==> src/rtl/sevenseg_scan_if.sv <==
// Display bus between the timekeeping chain (master) and the seven-segment scanner (slave).
// Digits and controls are level signals sampled every cycle; there is no valid/ready handshake.
interface sevenseg_scan_if;
    logic [3:0] d0;
    logic [2:0] d1;
    logic [3:0] d2;
    logic [2:0] d3;
    logic       blank;
    logic       colon_en;
    logic [6:0] seg;
    logic       dp;
    logic [3:0] an;
    logic       scan_tick;
    logic [1:0] dbg_sel;

    modport master (
        output d0, d1, d2, d3, blank, colon_en,
        input  seg, dp, an, scan_tick, dbg_sel
    );

    modport slave (
        input  d0, d1, d2, d3, blank, colon_en,
        output seg, dp, an, scan_tick, dbg_sel
    );
endinterface

==> src/rtl/sevenseg_scan.sv <==
// Four-digit MM:SS common-anode seven-segment scanner: refresh divider, digit-select FSM, decoder.
// Optional macro LEAD_ZERO_BLANK_EN hides a leading zero in the minutes-tens digit.
module sevenseg_scan #(
    parameter int REFRESH_DIV = 50000,
    parameter int DIV_W       = 16
) (
    input  logic           clk,
    input  logic           reset,
    sevenseg_scan_if.slave bus
);

    typedef enum logic [1:0] {S0 = 2'd0, S1 = 2'd1, S2 = 2'd2, S3 = 2'd3} sel_t;

    sel_t             sel;
    logic [DIV_W-1:0] div;
    logic             div_last;
    logic [3:0]       digit;
    logic [3:0]       an_nx;
    logic [6:0]       seg_nx;
    logic             dp_nx;
    logic [3:0]       an_q;
    logic [6:0]       seg_q;
    logic             dp_q;
    logic             tick_q;

    function automatic logic [6:0] decode(input logic [3:0] v);
        logic [6:0] s;
        case (v)
            4'd0:    s = 7'b1000000;
            4'd1:    s = 7'b1111001;
            4'd2:    s = 7'b0100100;
            4'd3:    s = 7'b0110000;
            4'd4:    s = 7'b0011001;
            4'd5:    s = 7'b0010010;
            4'd6:    s = 7'b0000010;
            4'd7:    s = 7'b1111000;
            4'd8:    s = 7'b0000000;
            4'd9:    s = 7'b0010000;
            default: s = 7'h7F;
        endcase
        return s;
    endfunction

    assign div_last = (div == DIV_W'(REFRESH_DIV - 1));

    always_comb begin
        digit = 4'd0;
        case (sel)
            S0:      digit = bus.d0;
            S1:      digit = {1'b0, bus.d1};
            S2:      digit = bus.d2;
            default: digit = {1'b0, bus.d3};
        endcase
    end

    // Output decode uses the slot currently selected, not the one about to start.
    always_comb begin
        an_nx  = bus.blank ? 4'b1111 : ~(4'b0001 << sel);
        seg_nx = decode(digit);
        dp_nx  = ~(bus.colon_en & (sel == S2) & ~bus.blank);
`ifdef LEAD_ZERO_BLANK_EN
        if (sel == S3 && bus.d3 == 3'd0) begin
            an_nx  = 4'b1111;
            seg_nx = 7'h7F;
        end
`endif
    end

    always_ff @(posedge clk or posedge reset) begin
        if (reset) begin
            div    <= '0;
            sel    <= S0;
            tick_q <= 1'b0;
            an_q   <= 4'b1111;
            seg_q  <= 7'h7F;
            dp_q   <= 1'b1;
        end else begin
            if (div_last) begin
                div    <= '0;
                tick_q <= 1'b1;
                case (sel)
                    S0:      sel <= S1;
                    S1:      sel <= S2;
                    S2:      sel <= S3;
                    default: sel <= S0;
                endcase
            end else begin
                div    <= div + 1'b1;
                tick_q <= 1'b0;
            end
            an_q  <= an_nx;
            seg_q <= seg_nx;
            dp_q  <= dp_nx;
        end
    end

    assign bus.an        = an_q;
    assign bus.seg       = seg_q;
    assign bus.dp        = dp_q;
    assign bus.scan_tick = tick_q;
    assign bus.dbg_sel   = sel;

endmodule
==> src/flat_wrapper.sv <==
// flat-port wrapper written by rule: the top's interface ports become plain ports
module sevenseg_scan_flat 
#(
    parameter int REFRESH_DIV = 50000,
    parameter int DIV_W       = 16
)
  (clk, reset, bus_d0, bus_d1, bus_d2, bus_d3, bus_blank, bus_colon_en, bus_seg, bus_dp, bus_an, bus_scan_tick, bus_dbg_sel);
  sevenseg_scan_if bus_i ();
  input  logic clk;
  input  logic reset;
  input wire logic [$bits(bus_i.d0)-1:0] bus_d0;
  input wire logic [$bits(bus_i.d1)-1:0] bus_d1;
  input wire logic [$bits(bus_i.d2)-1:0] bus_d2;
  input wire logic [$bits(bus_i.d3)-1:0] bus_d3;
  input wire logic [$bits(bus_i.blank)-1:0] bus_blank;
  input wire logic [$bits(bus_i.colon_en)-1:0] bus_colon_en;
  output wire logic [$bits(bus_i.seg)-1:0] bus_seg;
  output wire logic [$bits(bus_i.dp)-1:0] bus_dp;
  output wire logic [$bits(bus_i.an)-1:0] bus_an;
  output wire logic [$bits(bus_i.scan_tick)-1:0] bus_scan_tick;
  output wire logic [$bits(bus_i.dbg_sel)-1:0] bus_dbg_sel;
  assign bus_i.d0 = bus_d0;
  assign bus_i.d1 = bus_d1;
  assign bus_i.d2 = bus_d2;
  assign bus_i.d3 = bus_d3;
  assign bus_i.blank = bus_blank;
  assign bus_i.colon_en = bus_colon_en;
  assign bus_seg = bus_i.seg;
  assign bus_dp = bus_i.dp;
  assign bus_an = bus_i.an;
  assign bus_scan_tick = bus_i.scan_tick;
  assign bus_dbg_sel = bus_i.dbg_sel;
  sevenseg_scan #(.REFRESH_DIV(REFRESH_DIV), .DIV_W(DIV_W)) u_core (.clk(clk), .reset(reset), .bus(bus_i));
endmodule
==> config.mk <==
export PLATFORM = sky130hd
export DESIGN_NAME = sevenseg_scan_flat
export DESIGN_NICKNAME = d
export VERILOG_FILES = /design/src/rtl/sevenseg_scan_if.sv /design/src/rtl/sevenseg_scan.sv /design/src/flat_wrapper.sv
export SDC_FILE = /design/constraint.sdc
export NUM_CORES = 1
export LEC_CHECK = 0
export ABC_CLOCK_PERIOD_IN_PS = 2000
export CAP_MARGIN = 20
export CORE_UTILIZATION = 36
export DETAILED_ROUTE_END_ITERATION = 12
export SLEW_MARGIN = 20
export SYNTH_ARGS = -nofsm -noshare
export SYNTH_HDL_FRONTEND = slang
export SYNTH_SLANG_ARGS = --single-unit
==> constraint.sdc <==
create_clock -name clk -period 2 [get_ports clk]
set_input_delay 0.5 -clock clk [delete_from_list [all_inputs] [get_ports clk]]
set_output_delay 0.5 -clock clk [all_outputs]
set_load 0.01 [all_outputs]
Word level (Yosys, flattened, before mapping)
Memory sizes are Yosys's and may differ from the RTL's. A register that Yosys moved wholly into a read port is not among the register bits.
Cells that the tools add are included.
{"block": "totals", "register_bits": 24, "romBits": 112, "input_bits": 18, "output_inout_bits": 15, "n_memories": 1}
{"block": "classes", "n_addsub": 1, "eq_ne": 3, "shifts": 1, "mux": 5, "bitwise": 5, "reduce_logical": 1}
{"memory": "(no name shown)", "words": 16, "word_bits": 7, "read_ports": 1, "rd_ports_with_merged_regs": 1, "write_ports": 0, "line_no": "sevenseg_scan.sv:28", "source": "case (v)"}
{"operator": "adder 16 x 1 -> 16 bit, second input constant", "count": 1}
{"operator": "== test 16 bit, second input constant", "count": 1}
{"operator": "2-to-1 mux 16 bit", "count": 1}
{"operator": "one-hot mux 4 bit (3 select lines)", "count": 1}
{"operator": "one-hot mux 2 bit (3 select lines)", "count": 1}
{"operator": "2-to-1 mux 4 bit", "count": 1}
{"operator": "inverter 4 bit", "count": 1}
{"operator": "<< shifter 1 x 2 -> 4 bit, first input constant", "count": 1}
{"operator": "bitwise AND 1 bit", "count": 2}
{"operator": "== test 2 x 1 -> 1 bit, second input constant", "count": 1}
{"operator": "== test 2 bit, second input constant", "count": 1}
{"operator": "logical NOT 2 bit", "count": 1}
{"operator": "inverter 1 bit", "count": 2}
{"operator": "2-to-1 mux 1 bit", "count": 1}

Longest topological paths before layout
{"block": "depth", "ltp_word": 4, "depth_mapped": 8, "ltp_nobuf": 8}

Least setup slack after synthesis
No wires, ideal clock.
{"block": "synth_timing", "path_kind": "reg-to-reg", "start": "register u_core.sel[0], in the netlist u_core.bus.dbg_sel[0]", "end": "register u_core.seg_q[5], in the netlist u_core.bus.seg[5]", "setup_ns": 0.083, "arrival_time_ns": 1.879, "path_slack_ns": 0.037, "path_stages_with_launch": 8, "path_buffers": 0, "synth_period_minus_slack_ns": 1.963, "cell_sequence": "dfrtp_1 -> inv_1 -> ha_1 -> a222oi_1 -> mux2_2 -> inv_1 -> ha_1 -> o32a_1"}
{"block": "synth_via", "elab_chain_len": 2}
{"element": "start: declaration", "line_no": "sevenseg_scan.sv:14", "source": "sel_t sel;"}
{"element": "start signal: assignment", "line_no": "sevenseg_scan.sv:72", "source": "sel <= S0;"}
{"element": "start signal: assignment", "line_no": "sevenseg_scan.sv:82", "source": "S0: sel <= S1;"}
{"element": "start signal: assignment", "line_no": "sevenseg_scan.sv:83", "source": "S1: sel <= S2;"}
{"element": "== test 2 bit, or another cell as far along", "line_no": "sevenseg_scan.sv:48", "source": "case (sel)"}
{"element": "one-hot mux 4 bit (3 select lines) (*)", "line_no": "sevenseg_scan.sv:48"}
{"element": "end: declaration", "line_no": "sevenseg_scan.sv:22", "source": "logic [6:0] seg_q;"}
Mark *: on every way between the ends. The rest lies on a longest branch, timed or not.
A chain may end at the register's enable or synchronous reset.

Worst setup path in the final report
{"block": "layout_timing", "start": "register u_core.sel[0], in the netlist u_core.bus.dbg_sel[0]", "end": "register u_core.seg_q[3], in the netlist u_core.bus.seg[3]"}
Same word-level chain as after synthesis.

==> impl_metrics.py <==
metrics = {
    "worst_setup_path": {
        "rr_worst_depth": 6,
        "crit_fanout": 5,
        "cp.depth": 6,
        "crit_start": "u_core.bus.dbg_sel[0]$_DFFE_PP0P_",
        "cp_slowest_cell": "dfrtp_1",
        "start_kind": "register",
        "cp_top_family": "compound AO/OA/AOI/OAI gates",
        "rrSetupSlack_ps": 20,
        "end_kind": "register",
        "r2r-start": "u_core.bus.dbg_sel[0]$_DFFE_PP0P_",
        "crit_chain": "inv_2 > ha_4 > a222oi_1 > mux2i_1 > ha_1 > a221o_1",
        "endpoint": "u_core.bus.seg[3]$_DFF_PP1_",
        "crit_buf_inv": 1,
        "rr_endpoint": "u_core.bus.seg[3]$_DFF_PP1_",
        "path_class": "reg2reg",
        "max_stage_delay_ps": 430,
        "required_ps": 2210,
        "cp.arrival_ps": 2180,
    },
    "finish": {
        "fin_util_pct": 53.5,
        "diodes": 0,
        "drive_gt1_share_pct": 25.6,
        "nets": 221,
        "fin_area_sq_mm": 0.00217,
        "area_growth_pct": 40.4,
        "layout_commonest_cell": "clkdlybuf4s50_1",
        "layout_common_cells": "32 x clkdlybuf4s50_1, 19 x dfrtp_1, 16 x buf_4, 14 x nor2_1, 12 x dfstp_2",
        "fin_cells": 245,
    },
    "placed_design": {
        "gp_congestion": 0.762,
        "place_area_sq_mm": 0.00202,
        "numPortBuffers": 32,
        "hpwl_um": 2320,
        "place_ws_ps": -250,
        "placed_cells": 235,
    },
    "sta": {
        "slew_violations": 0,
        "setup_tns_ps": 0,
        "setup-violations-final": 0,
        "worstMarginPinSlew_ps": 356,
        "hold_viol_final": 0,
        "rsz0062_at_grt": "yes",
        "finalCritPeriodShare_pct": 98.8,
        "setup_slack_ps": 24.6,
        "skew_ps": 8.12,
        "whs_ps": 502,
        "final.min_clock_period_ps": 1980,
        "max_slew_margin_pct": 75.6,
        "max_freq_ghz": 0.506,
    },
    "power_and_ir_drop": {
        "fin_total_pwr_mw": 1.27,
        "p_per_area_mw_per_mm2": 585,
        "ir_worst_vdd_mv": 0.286,
        "p_leak_nw": 0.942,
    },
    "floorplan": {
        "core_area_sq_mm": 0.00406,
        "die_x_um": 67.5,
        "start_util_pct": 38.1,
        "die_y_um": 67.5,
        "dieArea_sq_mm": 0.00456,
        "core.rowCount": 23,
        "io_pins": 33,
    },
    "route": {
        "num_vias": 1196,
        "totalWireLength_um": 3150,
        "viasPerCell": 4.88,
        "routedWlPerCell_um": 12.9,
        "drt_iter0_drc": 77,
        "ant_nets": 0,
        "drc_errors": 0,
        "drtPass1Iterations": 4,
    },
    "global_routing": {
        "antenna_found_initial": 0,
        "grt_pass1_vias": 1285,
        "grt_overflow": 0,
        "grt_pass1_wl_um": 5480,
        "track_usage_pct": 16.0,
        "grt_max_degree": 32,
    },
    "synth": {
        "yosys_warnings": 0,
        "synthFlopType": "dfrtp_1",
        "netlist_area_sq_mm": 0.00155,
        "yosys.cell_types.count": 37,
        "yosys_register_bits": 31,
        "ys_seq_area_share_pct": 51.1,
        "syn_avg_cell_area_sq_um": 10.9,
        "ys_async_sr_fraction_pct": 100,
        "syn_inst": 142,
        "synth_edf_count": 0,
        "synthesis.nets": 169,
    },
    "clock_tree": {
        "clk_latency_ps": 280,
        "ctsHtreeMaxLevel": 2,
        "clkTransAtPathRegs_ps": 70,
        "cts.root.buffer_cell": "clkbuf_8",
        "clock_path_buffers": 2,
        "cts_tree": "built",
        "numClockSinks": 31,
        "numCtsBuffers": 5,
        "postCtsHoldBufs": 0,
    },
    "run_status": {
        "status": "finished, final reports clean",
    },
    "job": {
        "maxCapViolCount": 0,
    },
    "min_path": {
        "min_from": "u_core.div[11]$_DFF_PP0_",
        "hp-class": "reg2reg",
    },
}
state kept, by name, indices dropped and copies added (netlist names):
| name | count |
|---|---|
| u_core.bus.an | 4 |
| u_core.bus.seg | 7 |
| u_core.bus.dp | 1 |
| u_core.bus.dbg_sel | 2 |
| u_core.bus.scan_tick | 1 |
| u_core.div | 16 |
metal layers:
metal | part of all wire [%] | global-route usage, % | vias up
met5 | 0 | 0 | -
met2 | 51 | 29.0 | 21
met4 | 1.2 | 6.12 | 0
met1 | 44 | 18.0 | 573
li1 | - | - | 597
met3 | 3.0 | 3.72 | 5
Yosys cell counts (2+ instances only):
library cell / instances / area (sq um)
a221o_1: 2 / 20.0
a222oi_1: 3 / 30.0
clkbuf_1: 2 / 7.51
dfrtp_1: 19 / 475
dfstp_2: 12 / 315
ha_1: 9 / 113
inv_1: 11 / 41.3
mux2_2: 2 / 22.5
mux2i_1: 3 / 30.0
nand2_1: 10 / 37.5
nand2b_1: 4 / 25.0
nand3_1: 5 / 25.0
nand4_1: 3 / 18.8
nor2_1: 14 / 52.6
nor3_1: 4 / 20.0
nor4_1: 2 / 12.5
o21ai_0: 7 / 35.0
or3_1: 2 / 12.5
xnor2_1: 5 / 43.8
xor2_1: 6 / 52.6
area by class of cell:
type / instances / area [sq um]
clock buffer: 5 / 68.8
clock inverter: 3 / 20.0
fill: 340 / 1890
inverter: 11 / 41.3
multi-input combinational: 97 / 747
sequential: 31 / 791
tap: 50 / 62.6
timing repair buffer: 48 / 440
how the worst min path moves through the flow:
| stage | end | slack [ps] | depth (start not counted) |
|---|---|---|---|
| 4_1_cts | u_core.div[11]$_DFF_PP0_ | 500 | 1 |
| 6_report | u_core.div[11]$_DFF_PP0_ | 500 | 1 |
| 3_5_place_dp | u_core.div[11]$_DFF_PP0_ | 480 | 1 |
| 5_1_grt | u_core.div[11]$_DFF_PP0_ | 520 | 1 |
| 3_3_place_gp | u_core.div[11]$_DFF_PP0_ | 480 | 1 |
| 2_1_floorplan | u_core.div[11]$_DFF_PP0_ | 460 | 1 |
logic make-up (layout without fill, tap and decap cells):
kind of cell	after synthesis	after routing	synth area share, %
simple gates	53	53	19.2
flops	31	31	51.1
compound gates	19	19	9.14
buf+inv	14	67	3.64
xor+xnor	11	11	6.23
fa+ha+maj	9	9	7.28
mux	5	5	3.40
timing repair:
item,CTS,global route
resized for setup,2,8
setup endpoints to repair,2,5
pin swaps,1,3
buffers inserted,2,0
power breakdown:
| group | internal (mW) | switching (mW) | leakage [nW] | total, mW |
|---|---|---|---|---|
| logic | 0.0791 | 0.0544 | 0.525 | 0.133 |
| registers | 0.650 | 0.00313 | 0.377 | 0.653 |
| clock network | 0.242 | 0.243 | 0.0402 | 0.485 |
Note: power is estimated with default switching activity, not from simulation.
